## src/rtl/hdc_msg_streamer_if.sv

```systemverilog
// -----------------------------------------------------------------------------
// hdc_msg_streamer_if
//
// Purpose
//   Bundles every signal that hdc_msg_streamer exchanges with its surroundings
//   except clk and reset. The three channels are the message load port, the
//   char stream to the encoder and the classifier result strobe. The interface
//   also carries the scoring outputs and a debug view of the FSM state.
//
// Modports
//   master : the streamer itself (drives load_ready, the char stream, the
//            score flags, the counters and fsm_state)
//   slave  : the environment (host/loader, encoder, classifier)
//
// Handshake rules (valid/ready)
//   A transfer happens on a rising edge where valid && ready are both high.
//   While valid is high and ready is low, the sender holds its payload
//   (data/last) stable. valid is never withdrawn before the transfer.
//   The load channel offers load_valid. Only the streamer's load_ready
//   (high in IDLE only) completes it.
//   The result channel has no ready: res_valid is a one-cycle strobe that the
//   streamer takes only while it is waiting for a result.
//
// Signals
//   load_valid/load_ready   message offer / accept
//   msg                     CHAR_LENGTH*MESSAGE_LENGTH flat message, char 0 on top
//   length                  chars to stream (clamped to MESSAGE_LENGTH)
//   label                   expected tag
//   char_data/valid/ready   char stream to the encoder
//   char_last               marks the final char of the message
//   res_valid/res_label     classifier result strobe and value
//   cmp_done                one-cycle pulse when a message is scored
//   cmp_match               result equalled the tag (valid with cmp_done)
//   cmp_inconclusive        result all-ones, empty message or watchdog expiry
//   total_cnt/correct_cnt   saturating score counters
//   fsm_state               current FSM state (0 IDLE,1 STREAM,2 WAIT_RES,3 REPORT)
// -----------------------------------------------------------------------------
interface hdc_msg_streamer_if #(
   parameter int MESSAGE_LENGTH = 160,
   parameter int CHAR_LENGTH    = 8,
   parameter int LABEL_WIDTH    = 2,
   parameter int CNT_WIDTH      = 16
);
   logic                                  load_valid;
   logic                                  load_ready;
   logic [CHAR_LENGTH*MESSAGE_LENGTH-1:0] msg;
   logic [7:0]                            length;
   logic [LABEL_WIDTH-1:0]                label;

   logic [CHAR_LENGTH-1:0]                char_data;
   logic                                  char_valid;
   logic                                  char_ready;
   logic                                  char_last;

   logic                                  res_valid;
   logic [LABEL_WIDTH-1:0]                res_label;

   logic                                  cmp_done;
   logic                                  cmp_match;
   logic                                  cmp_inconclusive;
   logic [CNT_WIDTH-1:0]                  total_cnt;
   logic [CNT_WIDTH-1:0]                  correct_cnt;

   logic [1:0]                            fsm_state;

   modport master (
      input  load_valid, msg, length, label,
      input  char_ready,
      input  res_valid, res_label,
      output load_ready,
      output char_data, char_valid, char_last,
      output cmp_done, cmp_match, cmp_inconclusive,
      output total_cnt, correct_cnt,
      output fsm_state
   );

   modport slave (
      output load_valid, msg, length, label,
      output char_ready,
      output res_valid, res_label,
      input  load_ready,
      input  char_data, char_valid, char_last,
      input  cmp_done, cmp_match, cmp_inconclusive,
      input  total_cnt, correct_cnt,
      input  fsm_state
   );
endinterface

```

## src/rtl/hdc_msg_streamer.sv

```systemverilog
// -----------------------------------------------------------------------------
// hdc_msg_streamer
//
// Purpose
//   Drives the HDC spam/ham classifier. It accepts one flat message word
//   together with its char length and expected tag. It then streams the chars
//   to the encoder one per handshake and waits for the classifier result. It
//   scores that result against the tag and keeps running total/correct
//   counts, so the hardware can report accuracy on its own.
//
// Ports
//   clk    : clock, all logic on the rising edge
//   reset  : synchronous, active-high; clears the FSM, the flags and the counters
//   bus    : hdc_msg_streamer_if.master (load, char stream, result, score,
//            counters, fsm_state debug view)
//
// Configuration
//   STREAM_TIMEOUT_EN : when defined, a watchdog limits WAIT_RES to
//                       TIMEOUT_CYCLES cycles. On expiry the message is scored
//                       as inconclusive. When undefined, WAIT_RES waits
//                       indefinitely.
//
// FSM
//   IDLE -> STREAM -> WAIT_RES -> REPORT -> IDLE
//   IDLE -> REPORT directly for an empty message (scored inconclusive).
//   The FSM is written as three processes: state register, next-state logic
//   and output logic.
// -----------------------------------------------------------------------------
module hdc_msg_streamer #(
   parameter int MESSAGE_LENGTH = 160,
   parameter int CHAR_LENGTH    = 8,
   parameter int LABEL_WIDTH    = 2,
   parameter int CNT_WIDTH      = 16,
   parameter int TIMEOUT_CYCLES = 4096
) (
   input  logic                clk,
   input  logic                reset,
   hdc_msg_streamer_if.master  bus
);

   localparam int MSG_W = CHAR_LENGTH * MESSAGE_LENGTH;

   // length is 8 bits wide, so the clamp value itself must fit in 8 bits.
   localparam int         MAX_LEN  = (MESSAGE_LENGTH > 255) ? 255 : MESSAGE_LENGTH;
   localparam logic [7:0] MAX_LEN8 = MAX_LEN[7:0];

   typedef enum logic [1:0] {
      S_IDLE     = 2'd0,
      S_STREAM   = 2'd1,
      S_WAIT_RES = 2'd2,
      S_REPORT   = 2'd3
   } state_t;

   state_t                 state_q;
   state_t                 state_d;

   // Message datapath. The captured message is held in a shift register. The
   // char on the wire is always the top CHAR_LENGTH bits, and each handshake
   // shifts the next char up. This yields the same char sequence as indexing
   // msg by idx, without a MESSAGE_LENGTH-wide read mux.
   logic [MSG_W-1:0]       shift_q;
   logic [LABEL_WIDTH-1:0] label_q;
   logic [7:0]             len_q;
   logic [7:0]             idx_q;

   // Score flags and counters.
   logic                   match_q;
   logic                   incon_q;
   logic [CNT_WIDTH-1:0]   total_q;
   logic [CNT_WIDTH-1:0]   correct_q;

   logic [7:0]             len_cap;
   logic                   load_fire;
   logic                   char_fire;
   logic                   is_last;
   logic                   timeout;

   // Scoring decision, made on the cycle that enters REPORT. Both the flags
   // and the counters are therefore already updated while cmp_done is high.
   logic                   score_now;
   logic                   score_match;
   logic                   score_incon;

   assign len_cap   = (bus.length > MAX_LEN8) ? MAX_LEN8 : bus.length;
   assign load_fire = (state_q == S_IDLE)   && bus.load_valid;
   assign char_fire = (state_q == S_STREAM) && bus.char_ready;
   assign is_last   = (idx_q == (len_q - 8'd1));

   // ---------------------------------------------------------------------------
   // Result watchdog
   // ---------------------------------------------------------------------------
`ifdef STREAM_TIMEOUT_EN
   localparam int TO_W = (TIMEOUT_CYCLES > 2) ? $clog2(TIMEOUT_CYCLES) : 1;

   logic [TO_W-1:0] wait_cnt_q;

   // wait_cnt_q is the number of WAIT_RES cycles already spent. On the
   // TIMEOUT_CYCLES-th cycle without a result the FSM leaves for REPORT, so
   // cmp_done appears TIMEOUT_CYCLES cycles after WAIT_RES was entered.
   always_ff @(posedge clk) begin
      if (reset || (state_q != S_WAIT_RES)) begin
         wait_cnt_q <= '0;
      end else begin
         wait_cnt_q <= wait_cnt_q + TO_W'(1);
      end
   end

   assign timeout = (state_q == S_WAIT_RES) && (wait_cnt_q == TO_W'(TIMEOUT_CYCLES - 1));
`else
   assign timeout = 1'b0;
`endif

   // ---------------------------------------------------------------------------
   // FSM: state register
   // ---------------------------------------------------------------------------
   always_ff @(posedge clk) begin
      if (reset) begin
         state_q <= S_IDLE;
      end else begin
         state_q <= state_d;
      end
   end

   // ---------------------------------------------------------------------------
   // FSM: next-state logic
   // ---------------------------------------------------------------------------
   always_comb begin
      state_d = state_q;
      case (state_q)
         S_IDLE: begin
            if (bus.load_valid) begin
               state_d = (len_cap == 8'd0) ? S_REPORT : S_STREAM;
            end
         end
         S_STREAM: begin
            if (bus.char_ready && is_last) begin
               state_d = S_WAIT_RES;
            end
         end
         S_WAIT_RES: begin
            if (bus.res_valid || timeout) begin
               state_d = S_REPORT;
            end
         end
         S_REPORT: begin
            state_d = S_IDLE;
         end
         default: begin
            state_d = S_IDLE;
         end
      endcase
   end

   // ---------------------------------------------------------------------------
   // FSM: output logic
   // ---------------------------------------------------------------------------
   always_comb begin
      bus.load_ready = 1'b0;
      bus.char_valid = 1'b0;
      bus.char_last  = 1'b0;
      bus.char_data  = '0;
      bus.cmp_done   = 1'b0;
      case (state_q)
         S_IDLE: begin
            bus.load_ready = 1'b1;
         end
         S_STREAM: begin
            bus.char_valid = 1'b1;
            bus.char_last  = is_last;
            bus.char_data  = shift_q[MSG_W-1 -: CHAR_LENGTH];
         end
         S_REPORT: begin
            bus.cmp_done = 1'b1;
         end
         default: begin
         end
      endcase
   end

   assign bus.cmp_match        = match_q;
   assign bus.cmp_inconclusive = incon_q;
   assign bus.total_cnt        = total_q;
   assign bus.correct_cnt      = correct_q;
   assign bus.fsm_state        = state_q;

   // ---------------------------------------------------------------------------
   // Scoring decision
   // ---------------------------------------------------------------------------
   // Sources of a score:
   //   - an empty message accepted in IDLE (always inconclusive)
   //   - a result strobe while waiting (inconclusive when the result is all-ones)
   //   - watchdog expiry while waiting (inconclusive)
   // A result strobe takes priority over a watchdog expiry in the same cycle.
   always_comb begin
      score_now   = 1'b0;
      score_match = 1'b0;
      score_incon = 1'b0;
      if (load_fire && (len_cap == 8'd0)) begin
         score_now   = 1'b1;
         score_incon = 1'b1;
      end else if (state_q == S_WAIT_RES) begin
         if (bus.res_valid) begin
            score_now   = 1'b1;
            score_incon = &bus.res_label;
            score_match = !(&bus.res_label) && (bus.res_label == label_q);
         end else if (timeout) begin
            score_now   = 1'b1;
            score_incon = 1'b1;
         end
      end
   end

   // ---------------------------------------------------------------------------
   // Datapath registers
   // ---------------------------------------------------------------------------
   always_ff @(posedge clk) begin
      if (reset) begin
         shift_q   <= '0;
         label_q   <= '0;
         len_q     <= '0;
         idx_q     <= '0;
         match_q   <= 1'b0;
         incon_q   <= 1'b0;
         total_q   <= '0;
         correct_q <= '0;
      end else begin
         if (load_fire) begin
            shift_q <= bus.msg;
            label_q <= bus.label;
            len_q   <= len_cap;
            idx_q   <= '0;
         end else if (char_fire) begin
            shift_q <= {shift_q[MSG_W-CHAR_LENGTH-1:0], {CHAR_LENGTH{1'b0}}};
            idx_q   <= idx_q + 8'd1;
         end

         // The flags only change here, so they hold until the next REPORT.
         if (score_now) begin
            match_q <= score_match;
            incon_q <= score_incon;
            if (total_q != {CNT_WIDTH{1'b1}}) begin
               total_q <= total_q + CNT_WIDTH'(1);
            end
            if (score_match && (correct_q != {CNT_WIDTH{1'b1}})) begin
               correct_q <= correct_q + CNT_WIDTH'(1);
            end
         end
      end
   end

endmodule
```

## src/flat_wrapper.sv

```systemverilog
// flat-port wrapper written by rule: the top's interface ports become plain ports
module hdc_msg_streamer_flat 
#(
   parameter int MESSAGE_LENGTH = 160,
   parameter int CHAR_LENGTH    = 8,
   parameter int LABEL_WIDTH    = 2,
   parameter int CNT_WIDTH      = 16,
   parameter int TIMEOUT_CYCLES = 4096
)
  (clk, reset, bus_load_valid, bus_msg, bus_length, bus_label, bus_char_ready, bus_res_valid, bus_res_label, bus_load_ready, bus_char_data, bus_char_valid, bus_char_last, bus_cmp_done, bus_cmp_match, bus_cmp_inconclusive, bus_total_cnt, bus_correct_cnt, bus_fsm_state);
  hdc_msg_streamer_if #(.MESSAGE_LENGTH(MESSAGE_LENGTH), .CHAR_LENGTH(CHAR_LENGTH), .LABEL_WIDTH(LABEL_WIDTH), .CNT_WIDTH(CNT_WIDTH)) bus_i ();
  input  logic clk;
  input  logic reset;
  input wire logic [$bits(bus_i.load_valid)-1:0] bus_load_valid;
  input wire logic [$bits(bus_i.msg)-1:0] bus_msg;
  input wire logic [$bits(bus_i.length)-1:0] bus_length;
  input wire logic [$bits(bus_i.label)-1:0] bus_label;
  input wire logic [$bits(bus_i.char_ready)-1:0] bus_char_ready;
  input wire logic [$bits(bus_i.res_valid)-1:0] bus_res_valid;
  input wire logic [$bits(bus_i.res_label)-1:0] bus_res_label;
  output wire logic [$bits(bus_i.load_ready)-1:0] bus_load_ready;
  output wire logic [$bits(bus_i.char_data)-1:0] bus_char_data;
  output wire logic [$bits(bus_i.char_valid)-1:0] bus_char_valid;
  output wire logic [$bits(bus_i.char_last)-1:0] bus_char_last;
  output wire logic [$bits(bus_i.cmp_done)-1:0] bus_cmp_done;
  output wire logic [$bits(bus_i.cmp_match)-1:0] bus_cmp_match;
  output wire logic [$bits(bus_i.cmp_inconclusive)-1:0] bus_cmp_inconclusive;
  output wire logic [$bits(bus_i.total_cnt)-1:0] bus_total_cnt;
  output wire logic [$bits(bus_i.correct_cnt)-1:0] bus_correct_cnt;
  output wire logic [$bits(bus_i.fsm_state)-1:0] bus_fsm_state;
  assign bus_i.load_valid = bus_load_valid;
  assign bus_i.msg = bus_msg;
  assign bus_i.length = bus_length;
  assign bus_i.label = bus_label;
  assign bus_i.char_ready = bus_char_ready;
  assign bus_i.res_valid = bus_res_valid;
  assign bus_i.res_label = bus_res_label;
  assign bus_load_ready = bus_i.load_ready;
  assign bus_char_data = bus_i.char_data;
  assign bus_char_valid = bus_i.char_valid;
  assign bus_char_last = bus_i.char_last;
  assign bus_cmp_done = bus_i.cmp_done;
  assign bus_cmp_match = bus_i.cmp_match;
  assign bus_cmp_inconclusive = bus_i.cmp_inconclusive;
  assign bus_total_cnt = bus_i.total_cnt;
  assign bus_correct_cnt = bus_i.correct_cnt;
  assign bus_fsm_state = bus_i.fsm_state;
  hdc_msg_streamer #(.MESSAGE_LENGTH(MESSAGE_LENGTH), .CHAR_LENGTH(CHAR_LENGTH), .LABEL_WIDTH(LABEL_WIDTH), .CNT_WIDTH(CNT_WIDTH), .TIMEOUT_CYCLES(TIMEOUT_CYCLES)) u_core (.clk(clk), .reset(reset), .bus(bus_i));
endmodule
```

## config.mk

```make
export PLATFORM = sky130hd
export DESIGN_NAME = hdc_msg_streamer_flat
export DESIGN_NICKNAME = d
export VERILOG_FILES = /design/src/rtl/hdc_msg_streamer_if.sv /design/src/rtl/hdc_msg_streamer.sv /design/src/flat_wrapper.sv
export SDC_FILE = /design/constraint.sdc
export NUM_CORES = 2
export LEC_CHECK = 0
export CAP_MARGIN = 10
export CORE_AREA = 2 2 530 532
export DETAILED_ROUTE_END_ITERATION = 12
export DIE_AREA = 0 0 532 534
export GPL_TIMING_DRIVEN = 1
export SETUP_SLACK_MARGIN = 0.3
export SLEW_MARGIN = 20
export SYNTH_ARGS = -nofsm -noshare
export SYNTH_HDL_FRONTEND = slang
export SYNTH_SLANG_ARGS = --single-unit
```

## constraint.sdc

```tcl
create_clock -name clk -period 2.3 [get_ports clk]
set_input_delay 0.23 -clock clk [delete_from_list [all_inputs] [get_ports clk]]
set_output_delay 0.23 -clock clk [all_outputs]
set_load 0.05 [all_outputs]
```

== Word level (Yosys, flattened, before mapping) ==
Index checks and enable logic that the tools add are counted.

* Output and inout bits: 48
* Flip-flop bits (word level): 1,334

* Reduce and logical (&&, ||, !) cells: 15
* Mux-type cells: 22
* Add/subtract/negate cells: 4
* Order comparisons: 1
* Equal/unequal tests: 10

{| class="wikitable"
|+ Operators by type and width
! kind !! number
|-
| $mux 1280 || 2
|-
| $add 16x1->16 const B || 2
|-
| $ne 16x16->1 const B || 2
|-
| $mux 8 || 2
|-
| $mux 1 || 13
|-
| $add 8x1->8 const B || 1
|-
| $eq 8x8->1 || 1
|-
| $gt 8x8->1 const B || 1
|-
| $logic_not 8->1 || 1
|-
| $mux 2 || 4
|-
| $pmux 2 s4 || 1
|-
| $sub 8x1->8 const B || 1
|-
| $logic_and 1x1->1 || 6
|-
| $ne 2x2->1 const B || 3
|-
| $reduce_and 2->1 || 3
|-
| $eq 2x2->1 const B || 2
|-
| $reduce_and 3->1 || 1
|-
| $eq 2x1->1 const B || 1
|-
| $eq 2x2->1 || 1
|-
| $logic_not 2->1 || 1
|-
| $reduce_bool 2->1 || 1
|-
| $reduce_or 2->1 || 1
|-
| $logic_not 1->1 || 1
|}

== Longest topological paths before layout ==
* Depth after elaboration: 8
* Gate-level depth with buffers: 9

== Least setup slack after synthesis ==
No wires, ideal clock.

* Path type: flip-flop to flip-flop
* Start point: register u_core.state_q[0], in the netlist u_core.bus.fsm_state[0]
* End point: register u_core.total_q[9], in the netlist u_core.bus.total_cnt[9]
* Data arrival time: 2.776 ns
* Required time: 2.172 ns
* Path slack: -0.604 ns
* Cell stages (with the launch flop): 9
* Path through: dfxtp_1 > inv_1 > ha_1 > nand2_1 > o41a_1 > a311o_4 > or3_1 > xor2_1 > nor2_1

* Longest elaborated chain between the ends: 5
* Elaborated cells between the ends (all ways): 7
* Those cells by class: eq/ne: 1; mux: 2; reduce/logical: 4

{| class="wikitable"
|+ RTL lines
! what !! RTL line !! text
|-
| from (decl) || hdc_msg_streamer.sv:54 || <nowiki>state_t state_q;</nowiki>
|-
| from (signal assigned) || hdc_msg_streamer.sv:120 || <nowiki>state_q <= state_d;</nowiki>
|-
| $logic_not 2->1 || hdc_msg_streamer.sv:85 || <nowiki>assign load_fire = (state_q == S_IDLE) && bus.load_valid;</nowiki>
|-
| $logic_and 1x1->1 || hdc_msg_streamer.sv:85 ||
|-
| $logic_and 1x1->1 || hdc_msg_streamer.sv:198 || <nowiki>if (load_fire && (len_cap == 8'd0)) begin</nowiki>
|-
| $mux 1 (*) || hdc_msg_streamer.sv:198 ||
|-
| $reduce_and 2->1 (no line) (*) || -- ||
|-
| to (signal assigned) || hdc_msg_streamer.sv:242 || <nowiki>total_q <= total_q + CNT_WIDTH'(1);</nowiki>
|-
| to (decl) || hdc_msg_streamer.sv:69 || <nowiki>logic [CNT_WIDTH-1:0] total_q;</nowiki>
|}

Every way passes the cells marked *; elsewhere a longest branch is shown, timed or not.
A chain may end at the register's enable or synchronous reset.

== Final worst setup path ==
* Start point: register u_core.len_q[0]
* End point: output bus_char_last

* Longest elaborated chain between the ends: 3

{| class="wikitable"
|+ RTL lines
! what !! RTL line !! text
|-
| from (decl) || hdc_msg_streamer.sv:63 || <nowiki>logic [7:0] len_q;</nowiki>
|-
| from (signal assigned) || hdc_msg_streamer.sv:230 || <nowiki>len_q <= len_cap;</nowiki>
|-
| $sub 8x1->8 || hdc_msg_streamer.sv:87 || <nowiki>assign is_last = (idx_q == (len_q - 8'd1));</nowiki>
|-
| $eq 8x8->1 || hdc_msg_streamer.sv:87 ||
|-
| $mux 1 || hdc_msg_streamer.sv:163 || <nowiki>case (state_q)</nowiki>
|-
| to (decl) || flat_wrapper.sv:24 || <nowiki>output wire logic [$bits(bus_i.char_last)-1:0] bus_char_last;</nowiki>
|}

Every way passes these cells.

==> impl_results.md <==
* Outcome: finished with violations
* Failing checks: setup timing
* Worst Slack Setup Final at -0.4881 ns
* Iteration-0 DRC count of the detailed router at between 6000 and 7000
* Maxcap violations at 0
* Largest area contributor in the netlist: dfxtp_1
* Layout cells sized above 1 at 21.41%
* IO Pins at 1345
* Post-synth cell types at 45
* Syn_area_per_cell at 7.627 sq um
* Die Span Y at between 500 and 600 um
* Final Slew Violations at 0
* Global placement routability congestion at 0.8902
* Post-synthesis compound-gate area fraction at between 20 and 25%
* CP arrival at 2.56 ns
* Simple-gate portion of the synthesized area at 26.79%
* Post-synthesis mux area share at 0.01769%
* DIE AREA at 284100 sq um
* TritonRoute pass-1 iters at 8
* Global route overflow at 0
* Clk buf depth at 4
* Final Hold Viols at 0
* # rows at 194
* Design Area, Final at 108800 sq um
* FFs w/ async S/R, synth at 0%
* Port bufs at around 1300
* Core Region at around 280000 sq um
* Post-synth top area share at 47.20%
* Post-synth EDFFs at 0
* PwrDens at 1254 nW/um^2
* Largest family of logic cells by synthesized area: simple AND/OR/NAND/NOR gates
* Peak supply drop at a little over 0.6 mV
* Initial antenna violation count at 57
* Top cells by area, synth: dfxtp_1 (47%), a311oi_1 (20%), nand2_1 (17%)
* Root Buffer: clkbuf_16
* Detail-routed via count per cell at ~5.0
* Clock-pin slew on the worst setup and hold paths at around 0.06 ns
* Pwr Total at 136.5 mW
* Post-Syn Instances at about 7400
* Worst-path fanout max at 4
* H-tree depth at 4
* Max Clock Freq at between 300 and 400 MHz
* Main synth FF type: dfxtp_1
* Min cycle time layout at 2.788 ns
* Ys Warns at 0
* FF+latch count, synth at 1334
* Global-route wire length before repair at 421500 um
* DR WL/cell at 23.15 um
* Clock skew after layout at 0.06309 ns
* Chip Width at ~530 um
* Setup Viol. Count Final at 245
* Leak pwr at roughly 40 nW
* Drc violations at 0
* Post-route ant nets at 0
* Worst hold path class: in2reg
* Startpoint types: flop
* Category of the most critical setup path: reg2out
* Routed wire length at 323700 um
* Hpwl dp at 196000 um
* Largest net degree at the start of global routing at 86
* Final critical-path share of the clock period at 121.2%
* Nets at ~11000
* Vias at 70114
* WP data required at 2.07 ns
* Reg2reg setup slack at -0.34 ns
* Synthesized area at 56590 sq um
* Synth Net Count at 8724
* TNS Setup at -8.571 ns
* Clk sink count at about 1300
* Fill count at around 26000
* TritonCTS clock tree: built
* Sequential fraction of the synthesis area at between 40% and 50%
* Slew margin rel. at 54.51%
* Vias in the first global route at roughly 64000
* Placement-stage cell area at 76760 sq um
* Slew @ Worst Pin at 0.6823 ns
* XOR/XNOR Fraction of Synth Area at 0.7275%
* Area grow syn2layout at 92.36%
* RSZ-0062 raised after global routing: true
* Total GRT Usage at 19.43%
* Crit end category: output port
* Initial core utilization at 20.32%
* CTS Buf Count at 158
* Clk_lat worst skew at around 0.84 ns
* Adder-cell area share of the yosys netlist at 0.1769%
synth_stat cells, drive strengths merged, types with 2 or more instances:
cell type and number:
a2111oi 2, a211oi 3, a21oi 11, a22o 3, a22oi 8, a311oi 1272, a31oi 2, and2 10
and3 9, and4 7, buf 15, clkbuf 704, dfxtp 1334, ha 8, inv 7, nand2 2575
nand3 19, nand4 4, nor2 1333, nor3 8, nor3b 2, nor4 9, o21ai 7, or3 4
xnor2 30, xor2 17
logic make-up (layout without fill, tap and decap cells):
| kind of cell | after synthesis | count (layout) |
|---|---|---|
| DFF | 1334 | 1334 |
| muxes | 1 | 1 |
| AOI/OAI and AO/OA | 1316 | 1316 |
| other | 0 | 50 |
| and+or+nand+nor | 3987 | 3988 |
| xor gates and xnor gates | 47 | 47 |
| buffers and inverters | 726 | 3515 |
| adders and majority gates | 8 | 8 |
worst max-delay path, cell delays in order, from the launching register on:
cell     delay [ns]
dfxtp_2        0.34
inv_2          0.06
ha_4           0.17
buf_4          0.15
and3_1         0.15
nor4b_2        0.40
and4_4         0.31
buf_12         0.14
sequential cells by signal, indices dropped and copies added, names as in the netlist:
register	count
u_core.bus.fsm_state	2
u_core.label_q	2
u_core.shift_q	1280
u_core.bus.total_cnt	16
u_core.idx_q	8
u_core.bus.correct_cnt	16
u_core.bus.cmp_match	1
u_core.bus.cmp_inconclusive	1
u_core.len_q	8
where the power goes:
group / leakage (nW) / switching [mW] / total [mW] / internal (mW)
clock network: 2.58 / 10.9 / 26.0 / 15.1
logic: 26.5 / 37.0 / 73.4 / 36.4
registers: 11.0 / 5.88 / 37.1 / 31.2
cell usage in the layout (no fill, tap or decap), types with 10 or more instances in the layout:
cell,synthesis,layout
a311oi_1,1272,854
dlygate4sd3_1,0,948
nand2_4,0,170
clkbuf_8,0,37
nand2_1,2575,2300
nand3_1,19,18
a311oi_2,0,418
nand2_2,0,99
dfxtp_2,0,14
clkbuf_16,0,285
clkdlybuf4s50_1,0,1295
diode_2,0,50
clkinv_2,0,18
bufbuf_16,0,12
xnor2_1,30,27
a21oi_1,11,10
clkdlybuf4s15_2,0,27
xor2_1,17,17
nor2_2,0,113
buf_16,0,179
buf_4,0,250
nor2_1,1333,1138
clkbuf_1,704,35
nor2_4,0,82
buf_6,0,111
buf_12,0,181
dfxtp_1,1334,1318
buf_8,0,92
cell type report:
type | count | area, sq um | share of cell area, %
Clock buffer | 232 | 4644 | 4.267
Tap cell | 3724 | 4659 | 4.281
Inverter | 7 | 31.28 | 0.02874
Sequential cell | 1334 | 26730 | 24.56
Timing Repair Buffer | 3229 | 39390 | 36.19
Antenna cell | 50 | 125.1 | 0.1150
Multi-Input combinational cell | 5360 | 32650 | 30.00
Clock inverter | 47 | 611.8 | 0.5621
path summary, 6_finish.rpt:
check / from / end / cells past startpoint
hold / removal: bus_msg[1263] / u_core.shift_q[1263] / 3
setup / recovery: u_core.len_q[0] / bus_char_last / 7
setup reg to reg: u_core.bus.fsm_state[1] / u_core.shift_q[292] / 15
hold reg to reg: u_core.shift_q[707] / u_core.shift_q[715] / 2
repair_timing:
action / 4_1_cts / 5_1_grt
endpoints found under the hold margin: 954 / 0
pin swaps: 135 / 550
hold buffers: 948 / 0
setup endpoints to repair: 1143 / 1344
gates resized for setup: 601 / 1309
setup buffers: 132 / 112
gates cloned: 126 / 166
per-layer routing:
layer	GRT usage, %	wire length [um]	vias up	part of all wire, %
met5	0	138	-	0.043
met1	22.70	119600	33502	37
met3	3.408	24580	991	7.6
met2	33.49	155800	4205	48
met4	10.93	23580	20	7.3
li1	-	-	31396	-
through the flow:
stage / std cells / utilization, % / worst slack, ns / hold slack (ns)
6_report: 13983 / 39.10 / -0.4881 / 0.07608
5_1_grt: 13976 / 39.09 / -0.6174 / 0.01205
4_1_cts: 13655 / 35.33 / -0.5638 / 0.000007272
3_5_place_dp: 12170 / 27.57 / -0.5005 / 0.4587
3_3_place_gp: 12170 / 27.57 / -0.4901 / 0.4575
2_1_floorplan: 7419 / - / 0.09125 / 0.3386
Power figures use the tool's default switching activity.
